===== src/rtl/e203_lsu_pkg.sv =====
// Shared definitions for the LSU ICB arbiter slice.
// Holds the requester source IDs, the ICB size encodings and the lock-owner
// encoding, plus a helper that maps a source ID to its lock owner.
package e203_lsu_pkg;

  // Requester source IDs, as stored in the outstanding-transaction FIFO
  localparam logic LSU_SRC_AGU  = 1'b0;
  localparam logic LSU_SRC_NICE = 1'b1;

  // ICB cmd_size encodings
  localparam logic [1:0] ICB_SIZE_BYTE = 2'b00;
  localparam logic [1:0] ICB_SIZE_HALF = 2'b01;
  localparam logic [1:0] ICB_SIZE_WORD = 2'b10;

  typedef enum logic [1:0] {
    LockNone,
    LockAgu,
    LockNice
  } lock_own_e;

  function automatic lock_own_e src_to_lock(input logic src);
    return (src == LSU_SRC_NICE) ? LockNice : LockAgu;
  endfunction

endpackage


===== src/rtl/e203_lsu_src_fifo.sv =====
// Source-ID FIFO for outstanding ICB transactions.
// Ports:
//   clk, rst          clock, synchronous active-high reset
//   push_i, din_i     enqueue one source ID (ignored while full)
//   pop_i, dout_o     dequeue the head ID (ignored while empty)
//   full_o, empty_o   occupancy flags
//   cnt_o             current number of entries
module e203_lsu_src_fifo #(
  parameter int unsigned Depth = 2,
  localparam int unsigned PtrW = (Depth > 1) ? $clog2(Depth) : 1,
  localparam int unsigned CntW = $clog2(Depth) + 1
) (
  input  logic            clk,
  input  logic            rst,
  input  logic            push_i,
  input  logic            din_i,
  input  logic            pop_i,
  output logic            dout_o,
  output logic            full_o,
  output logic            empty_o,
  output logic [CntW-1:0] cnt_o
);

  logic [Depth-1:0] mem_q, mem_d;
  logic [PtrW-1:0]  wr_ptr_q, wr_ptr_d;
  logic [PtrW-1:0]  rd_ptr_q, rd_ptr_d;
  logic [CntW-1:0]  cnt_q, cnt_d;
  logic             push_ok, pop_ok;

  // Explicit wrap so a Depth of 1 (pointer range 0..0) also works
  function automatic logic [PtrW-1:0] ptr_inc(input logic [PtrW-1:0] p);
    return (p == PtrW'(Depth - 1)) ? '0 : p + 1'b1;
  endfunction

  assign full_o  = (cnt_q == CntW'(Depth));
  assign empty_o = (cnt_q == '0);
  assign cnt_o   = cnt_q;
  assign dout_o  = mem_q[rd_ptr_q];

  assign push_ok = push_i & ~full_o;
  assign pop_ok  = pop_i & ~empty_o;

  always_comb begin
    mem_d    = mem_q;
    wr_ptr_d = wr_ptr_q;
    rd_ptr_d = rd_ptr_q;
    cnt_d    = cnt_q;
    if (push_ok) begin
      mem_d[wr_ptr_q] = din_i;
      wr_ptr_d        = ptr_inc(wr_ptr_q);
    end
    if (pop_ok) begin
      rd_ptr_d = ptr_inc(rd_ptr_q);
    end
    unique case ({push_ok, pop_ok})
      2'b10:   cnt_d = cnt_q + 1'b1;
      2'b01:   cnt_d = cnt_q - 1'b1;
      default: cnt_d = cnt_q;
    endcase
  end

  always_ff @(posedge clk) begin
    if (rst) begin
      mem_q    <= '0;
      wr_ptr_q <= '0;
      rd_ptr_q <= '0;
      cnt_q    <= '0;
    end else begin
      mem_q    <= mem_d;
      wr_ptr_q <= wr_ptr_d;
      rd_ptr_q <= rd_ptr_d;
      cnt_q    <= cnt_d;
    end
  end

endmodule


===== src/rtl/e203_lsu_icb_arbt.sv =====
// Two-requester ICB arbiter: AGU (source 0) and NICE (source 1) share one
// downstream ICB port. Commands pass with zero latency; the granted source ID
// is queued so in-order responses are steered back to their issuer.
// Ports:
//   clk, rst                 clock, synchronous active-high reset
//   nice_mem_holdup          give NICE exclusive access (unless a lock is held)
//   agu_icb_cmd_* / rsp_*    AGU ICB requester port
//   nice_icb_cmd_* / rsp_*   NICE ICB requester port
//   o_icb_cmd_* / rsp_*      shared downstream ICB port
//   outs_cnt                 number of outstanding transactions
//   spurious_rsp             pulses the cycle after a response arrives with none outstanding
module e203_lsu_icb_arbt
  import e203_lsu_pkg::*;
#(
  parameter int unsigned AW         = 32,
  parameter int unsigned DW         = 32,
  parameter int unsigned OUTS_DEPTH = 2,
  localparam int unsigned CntW      = $clog2(OUTS_DEPTH) + 1
) (
  input  logic            clk,
  input  logic            rst,
  input  logic            nice_mem_holdup,

  input  logic            agu_icb_cmd_valid,
  output logic            agu_icb_cmd_ready,
  input  logic [AW-1:0]   agu_icb_cmd_addr,
  input  logic            agu_icb_cmd_read,
  input  logic [DW-1:0]   agu_icb_cmd_wdata,
  input  logic [DW/8-1:0] agu_icb_cmd_wmask,
  input  logic [1:0]      agu_icb_cmd_size,
  input  logic            agu_icb_cmd_lock,
  output logic            agu_icb_rsp_valid,
  input  logic            agu_icb_rsp_ready,
  output logic            agu_icb_rsp_err,
  output logic            agu_icb_rsp_excl_ok,
  output logic [DW-1:0]   agu_icb_rsp_rdata,

  input  logic            nice_icb_cmd_valid,
  output logic            nice_icb_cmd_ready,
  input  logic [AW-1:0]   nice_icb_cmd_addr,
  input  logic            nice_icb_cmd_read,
  input  logic [DW-1:0]   nice_icb_cmd_wdata,
  input  logic [DW/8-1:0] nice_icb_cmd_wmask,
  input  logic [1:0]      nice_icb_cmd_size,
  input  logic            nice_icb_cmd_lock,
  output logic            nice_icb_rsp_valid,
  input  logic            nice_icb_rsp_ready,
  output logic            nice_icb_rsp_err,
  output logic            nice_icb_rsp_excl_ok,
  output logic [DW-1:0]   nice_icb_rsp_rdata,

  output logic            o_icb_cmd_valid,
  input  logic            o_icb_cmd_ready,
  output logic [AW-1:0]   o_icb_cmd_addr,
  output logic            o_icb_cmd_read,
  output logic [DW-1:0]   o_icb_cmd_wdata,
  output logic [DW/8-1:0] o_icb_cmd_wmask,
  output logic [1:0]      o_icb_cmd_size,
  output logic            o_icb_cmd_lock,
  input  logic            o_icb_rsp_valid,
  output logic            o_icb_rsp_ready,
  input  logic            o_icb_rsp_err,
  input  logic            o_icb_rsp_excl_ok,
  input  logic [DW-1:0]   o_icb_rsp_rdata,

  output logic [CntW-1:0] outs_cnt,
  output logic            spurious_rsp
);

  lock_own_e lock_own_q, lock_own_d;
  logic      rr_last_q, rr_last_d;
  logic      spurious_q, spurious_d;

  logic      grant_id;
  logic      grant_valid;
  logic      cmd_hs;
  logic      rsp_hs;
  logic      fifo_full, fifo_empty;
  logic      head_id;
  logic      rsp_to_nice;

  // Grant: lock owner first, then NICE hold-up, then round-robin on ties
  always_comb begin
    grant_id = LSU_SRC_AGU;
    unique case (lock_own_q)
      LockAgu:  grant_id = LSU_SRC_AGU;
      LockNice: grant_id = LSU_SRC_NICE;
      default: begin
        if (nice_mem_holdup) begin
          grant_id = LSU_SRC_NICE;
        end else if (agu_icb_cmd_valid && nice_icb_cmd_valid) begin
          grant_id = ~rr_last_q;
        end else if (nice_icb_cmd_valid) begin
          grant_id = LSU_SRC_NICE;
        end else begin
          grant_id = LSU_SRC_AGU;
        end
      end
    endcase
  end

  assign grant_valid = (grant_id == LSU_SRC_NICE) ? nice_icb_cmd_valid : agu_icb_cmd_valid;

  // No push bypass: a full FIFO blocks commands even if a pop happens this cycle
  assign o_icb_cmd_valid    = grant_valid & ~fifo_full;
  assign agu_icb_cmd_ready  = o_icb_cmd_ready & ~fifo_full & (grant_id == LSU_SRC_AGU);
  assign nice_icb_cmd_ready = o_icb_cmd_ready & ~fifo_full & (grant_id == LSU_SRC_NICE);
  assign cmd_hs             = o_icb_cmd_valid & o_icb_cmd_ready;

  always_comb begin
    if (grant_id == LSU_SRC_NICE) begin
      o_icb_cmd_addr  = nice_icb_cmd_addr;
      o_icb_cmd_read  = nice_icb_cmd_read;
      o_icb_cmd_wdata = nice_icb_cmd_wdata;
      o_icb_cmd_wmask = nice_icb_cmd_wmask;
      o_icb_cmd_size  = nice_icb_cmd_size;
      o_icb_cmd_lock  = nice_icb_cmd_lock;
    end else begin
      o_icb_cmd_addr  = agu_icb_cmd_addr;
      o_icb_cmd_read  = agu_icb_cmd_read;
      o_icb_cmd_wdata = agu_icb_cmd_wdata;
      o_icb_cmd_wmask = agu_icb_cmd_wmask;
      o_icb_cmd_size  = agu_icb_cmd_size;
      o_icb_cmd_lock  = agu_icb_cmd_lock;
    end
  end

  always_comb begin
    lock_own_d = lock_own_q;
    rr_last_d  = rr_last_q;
    if (cmd_hs) begin
      rr_last_d = grant_id;
      // While locked only the owner can handshake, so an unlocked beat releases it
      if (o_icb_cmd_lock) begin
        lock_own_d = src_to_lock(grant_id);
      end else begin
        lock_own_d = LockNone;
      end
    end
  end

  // Response steering by the oldest outstanding source ID
  assign rsp_to_nice          = (head_id == LSU_SRC_NICE);
  assign agu_icb_rsp_valid    = o_icb_rsp_valid & ~fifo_empty & ~rsp_to_nice;
  assign nice_icb_rsp_valid   = o_icb_rsp_valid & ~fifo_empty & rsp_to_nice;
  assign o_icb_rsp_ready      = ~fifo_empty &
                                (rsp_to_nice ? nice_icb_rsp_ready : agu_icb_rsp_ready);
  assign rsp_hs               = o_icb_rsp_valid & o_icb_rsp_ready;

  assign agu_icb_rsp_err      = o_icb_rsp_err;
  assign agu_icb_rsp_excl_ok  = o_icb_rsp_excl_ok;
  assign agu_icb_rsp_rdata    = o_icb_rsp_rdata;
  assign nice_icb_rsp_err     = o_icb_rsp_err;
  assign nice_icb_rsp_excl_ok = o_icb_rsp_excl_ok;
  assign nice_icb_rsp_rdata   = o_icb_rsp_rdata;

  assign spurious_d   = o_icb_rsp_valid & fifo_empty;
  assign spurious_rsp = spurious_q;

  e203_lsu_src_fifo #(
    .Depth (OUTS_DEPTH)
  ) u_src_fifo (
    .clk     (clk),
    .rst     (rst),
    .push_i  (cmd_hs),
    .din_i   (grant_id),
    .pop_i   (rsp_hs),
    .dout_o  (head_id),
    .full_o  (fifo_full),
    .empty_o (fifo_empty),
    .cnt_o   (outs_cnt)
  );

  always_ff @(posedge clk) begin
    if (rst) begin
      lock_own_q <= LockNone;
      rr_last_q  <= LSU_SRC_NICE;
      spurious_q <= 1'b0;
    end else begin
      lock_own_q <= lock_own_d;
      rr_last_q  <= rr_last_d;
      spurious_q <= spurious_d;
    end
  end

endmodule


===== config.mk =====
export PLATFORM = sky130hd
export DESIGN_NAME = e203_lsu_icb_arbt
export DESIGN_NICKNAME = d
export VERILOG_FILES = /design/src/rtl/e203_lsu_pkg.sv /design/src/rtl/e203_lsu_src_fifo.sv /design/src/rtl/e203_lsu_icb_arbt.sv
export SDC_FILE = /design/constraint.sdc
export NUM_CORES = 1
export LEC_CHECK = 0
export BUFFER_PORTS_ARGS = -buffer_cell sky130_fd_sc_hd__buf_2
export CAP_MARGIN = 40
export CORE_AREA = 2 2 130 132
export DETAILED_ROUTE_END_ITERATION = 16
export DIE_AREA = 0 0 132 134
export PLACE_DENSITY = 0.45
export SYNTH_ARGS = -nofsm -noshare
export SYNTH_HDL_FRONTEND = slang
export SYNTH_SLANG_ARGS = --single-unit

===== constraint.sdc =====
create_clock -name clk -period 2.1 [get_ports clk]
set_input_delay 0.105 -clock clk [delete_from_list [all_inputs] [get_ports clk]]
set_output_delay 0.105 -clock clk [all_outputs]
set_load 0.05 [all_outputs]

## After elaboration in Yosys (flattened, before gate mapping)

Cells that the tools add are included.

- Bits in registers: 10
- Latch bits: 0
- Memory bits (writable): 0
- Memory bits (read-only): 0
- Input port bits: 187
- Logic and storage cells: 63
- Memories: 0

- Add/sub/neg operators: 4
- $mul: 0
- Divide/modulo/power cells: 0
- Magnitude comparators: 3
- Equal/unequal tests: 5
- Shifts and indexed selects: 0
- Multiplexer cells: 22
- Bitwise gates (word level): 18
- Reductions and logical operators: 4

Operators with widths:

| operator | count |
|---|---|
| 32-bit two-way mux | 2 |
| 1-bit bitwise AND | 13 |
| 1-bit two-way mux | 12 |
| 2-bit == test, second input constant | 3 |
| 2-bit two-way mux | 3 |
| 1-bit inverter | 5 |
| 2-bit by 1-bit == test with 1-bit output, second input constant | 2 |
| 1-bit by 2-bit < comparator with 1-bit output, second input constant | 2 |
| 4-bit two-way mux | 1 |
| 2-bit one-hot mux with 2 select lines | 1 |
| 1-bit adder, second input constant | 2 |
| 2-bit by 1-bit adder with 2-bit output, second input constant | 1 |
| 2-bit bitwise mux | 1 |
| 1-bit logical AND | 2 |
| 2-bit logical NOT | 1 |
| 1-bit one-hot mux with 2 select lines | 1 |
| 2-bit nonzero test | 1 |
| 2-bit by 1-bit subtractor with 2-bit output, second input constant | 1 |
| 1-bit demux with 1-bit select | 1 |
| 1-bit greater-or-equal comparator, second input constant | 1 |

## Depth between registers and ports, before layout

- Word-level depth: 10
- Mapped depth: 9

## Modules after synthesis

Synthesis repeated with hierarchy kept, for this count alone.

- Cell total of the unflattened synthesis: 219
- Area, all modules: 2,078.2 µm²

Modules (own cells, without submodules):

| module | instances | cells each | area each (µm²) | seq. area each (µm²) |
|---|---|---|---|---|
| e203_lsu_icb_arbt | 1 | 188 | 1,786.7 | 80.1 |
| e203_lsu_src_fifo | 1 | 31 | 291.5 | 120.1 |

## Least setup slack after synthesis

No wires, ideal clock.

- Kind: flip-flop to output port
- Start point: reg u_src_fifo.cnt_q[0] (netlist: u_src_fifo.cnt_o[0])
- End point: out o_icb_cmd_valid
- Arrival: 2,129 ps
- Required time: 1,995 ps
- Path slack: -134 ps
- Stages on the path, launching flop included: 3
- Buffers on the path: 0
- Cells stage by stage: dfxtp_1 nand2b_1 a21boi_0

- Longest elaborated chain between the ends: 3

Ends and longest elaborated chain:

| element | RTL line | source |
|---|---|---|
| start: declaration | e203_lsu_src_fifo.sv:27 | `logic [CntW-1:0] cnt_q, cnt_d;` |
| start signal: assignment | e203_lsu_src_fifo.sv:72 | `cnt_q <= cnt_d;` |
| 2-bit == test | e203_lsu_src_fifo.sv:35 | `assign full_o = (cnt_q == CntW'(Depth));` |
| 1-bit inverter | e203_lsu_icb_arbt.sv:105 | `assign o_icb_cmd_valid = grant_valid & ~fifo_full;` |
| 1-bit bitwise AND | e203_lsu_icb_arbt.sv:105 |  |
| end: declaration | e203_lsu_icb_arbt.sv:52 | `output logic o_icb_cmd_valid,` |

Every way passes these cells.

## Worst setup path after layout

- Start point: reg lock_own_q[0]
- End point: out o_icb_cmd_size[0]

- Longest elaborated chain between the ends: 3
- Elaborated cells between the ends (all ways): 4
- Those cells by class: 2 x eq/ne; 2 x mux

Ends and longest elaborated chain:

| element | RTL line | source |
|---|---|---|
| start: declaration | e203_lsu_icb_arbt.sv:70 | `lock_own_e lock_own_q, lock_own_d;` |
| start signal: assignment | e203_lsu_icb_arbt.sv:176 | `lock_own_q <= LockNone;` |
| start signal: assignment | e203_lsu_icb_arbt.sv:180 | `lock_own_q <= lock_own_d;` |
| 2-bit == test / 2-bit by 1-bit == test with 1-bit output (equally long branches) | e203_lsu_icb_arbt.sv:85 | `unique case (lock_own_q)` |
| 1-bit one-hot mux with 2 select lines (*) | e203_lsu_icb_arbt.sv:85 |  |
| 2-bit two-way mux (*) | e203_lsu_icb_arbt.sv:111 | `if (grant_id == LSU_SRC_NICE) begin` |
| end: declaration | e203_lsu_icb_arbt.sv:58 | `output logic [1:0] o_icb_cmd_size,` |

Mark *: on every way between the ends. The rest lies on a longest branch, timed or not.

==> impl_results.md <==
* HP Start: o_icb_rsp_valid
* CTS Buf Count at 3
* Tightest Pin Transition at 0.344 ns
* Slowest cell delay on critical path at 0.32 ns
* Share of the synthesized area in the top cell type at 42.6%
* Final Hold Vio Count at 0
* Seq/Total Area, Yosys at 10.2%
* Yosys synthesis warning count at 0
* Port buffer count at 233
* Max-cap viol count at 0
* Peak supply drop at 0.284 mV
* Worst Path Arrival at 2.00 ns
* Most frequent cells in the layout: buf_2, mux2_4, buf_8
* Drt pass-1 iters at 4
* Failing checks: setup timing
* Overall routed net length at 9630 um
* Ports at 336
* Buf/Inv on CP at 5
* Pwr Total at 3.53 mW
* Core Region at 0.0163 mm2
* GRT overflow at 0
* Post-Syn Nets at 404
* Final #Nets at 588
* Critical Path RT at 2.00 ns
* WHS at 0.163 ns
* Most used cell, CP: buf_6
* Hold Path Class: primary input to register
* RSZ-0062 raised after global routing: true
* Initial drt markers at 42
* CP Cell Sequence: inv_2, ha_4, nand2b_4, o22ai_4, buf_6, buf_8, clkbuf_16, mux2_4, buf_6
* Tcrit/Tclk final at 100%
* Clk root buf: clkbuf_16
* Routed length per instance at 15.6 um
* Cell variety after synth at 30
* Routability cong. at 0.760
* Top delay family on crit path: buffers and inverters
* Leakage at 2.15 nW
* ANT cells at 0
* DRC at 0
* Pwr Density at 838 mW/mm2
* Final min period at 2.11 ns
* Relative slew margins at 76.8%
* Met2 Routed Length at 5250 um
* Mapped Cells at 215
* Clock sinks at 10
* Via count at 2235
* Fin. max-slew vios at 0
* Syn-to-layout area delta at 115%
* CP max-delay cell: dfxtp_2
* Largest net degree at the start of global routing at 21
* Worst Slack Setup Final at -0.00953 ns
* DIE HEIGHT at 134 um
* Crit path capture type: primary output
* Metal3 WL at 635 um
* M1 wire length at 3680 um
* Global-route wire length before repair at 12500 um
* Initial Util at 12.0%
* Die footprint at 0.0177 mm2
* CTS Hold Bufs at 0
* Worst r2r src: u_src_fifo.rd_ptr_q
* Number of H-tree levels at 1
* Dpl hpwl at 6550 um
* Commonest non-fill, non-tap cell in the layout: buf_2
* Uppermost layer routed: met4
* Initial antenna violation count at 0
* CP Max Fanout at 5
* CP Launch Type: register
* Run status: finished with violations
* Die W at 132 um
* Endpoints failing setup at 9
* Via-to-Cell Ratio at 3.62
* #FFs+latches synth at 10
* Clock Skew at 0.00183 ns
* Clk_lat worst skew at 0.23 ns
* Post-route ant nets at 0
* Share of cells above drive strength 1 at 85.9%
* Syn Std Cell Area at 0.00196 mm2
* CP Class: register to primary output
* Vias in the first global route at 2218
* CTS tree: built
* Worst-path clk slew at 0.04 ns
* Maximum clock frequency at 474 MHz
* Area leader, netlist: mux2_2
* Total Routing Usage GR at 9.07%
* Critical Path Start: lock_own_q[0]
* # rows at 47
* CTS max path bufs at 2
* Largest cells by area after synthesis: mux2_2, buf_4, dfxtp_1
* Synthesized area per cell at 9.11 um2
[synthesized netlist by cell type (all sizes together)]
cell type,n
or3,1
a31oi,1
a21oi,2
a22oi,1
nor4b,1
nand3b,1
nand2b,6
or3b,1
or2,1
o21ai,3
nor2,10
a211o,1
xor2,1
buf,76
mux2i,6
nor2b,4
nand3,2
o21bai,1
a21boi,3
nand2,1
o22ai,1
a21o,1
ha,2
inv,2
xnor2,1
dfxtp,10
clkbuf,1
mux2,74
[repair_timing]
| item | 4_1_cts | 5_1_grt |
|---|---|---|
| cloned | 6 | 4 |
| endpoints found under the setup margin | 72 | 74 |
| buffers inserted | 10 | 0 |
| gates resized for setup | 182 | 88 |
| pin swaps | 1 | 2 |
[cell families after synthesis]
group / count (synthesis) / synth area share (%)
multiplexers: 80 / 45.6
buffers and inverters: 79 / 29.1
AND/OR/NAND/NOR: 28 / 7.73
AO/OA/AOI/OAI: 14 / 5.18
flip-flops: 10 / 10.2
XOR/XNOR: 2 / 0.895
adder cells (fa/ha/maj): 2 / 1.28
[final cells by class]
cell class	instances	area, um2
fill	1737	12100
clock buffer	4	88.8
multi-input combinational	126	1420
inverter	2	7.51
sequential	10	203
timing repair buffer	256	2220
tap	220	275
[through the flow]
step / cells / util, % / instance area [um2] / setup slack, ns / TNS [ns]
3_5_place_dp: 597 / 17.9 / 2920 / 0.104 / 0
2_1_floorplan: 215 / - / 1960 / 0.0281 / 0
4_1_cts: 616 / 23.7 / 3850 / -0.0651 / -1.54
6_report: 618 / 25.9 / 4220 / -0.00953 / -0.0272
5_1_grt: 618 / 25.9 / 4220 / -0.0843 / -2.86
3_3_place_gp: 597 / 17.9 / 2920 / 0.100 / 0
[where the power goes]
part	internal, mW	total, mW	switching, mW
Clock	0.286	0.370	0.0843
Sequential	0.223	0.256	0.0327
Combinational	1.37	2.91	1.54
[final timing paths]
check                           slack, ns                  end  depth (start not counted)
worst max-delay path                -0.01    o_icb_cmd_size[0]                          9
worst min-delay path                 0.16         spurious_rsp                          2
worst max register to register       0.18  u_src_fifo.cnt_o[1]                          6
worst min register to register       0.48  u_src_fifo.mem_q[1]                          2
[state kept, by name, indices dropped and copies added (netlist names)]
name                 flops
u_src_fifo.mem_q         2
u_src_fifo.rd_ptr_q      1
lock_own_q               2
u_src_fifo.wr_ptr_q      1
rr_last_q                1
spurious_rsp             1
u_src_fifo.cnt_o         2
[per-layer routing]
layer	vias to the layer above	global-route usage, %
met2	148	17.3
li1	1047	-
met5	-	0
met4	0	1.69
met3	11	1.44
met1	1029	10.8
No activity file was read; power rests on OpenSTA's default activity.
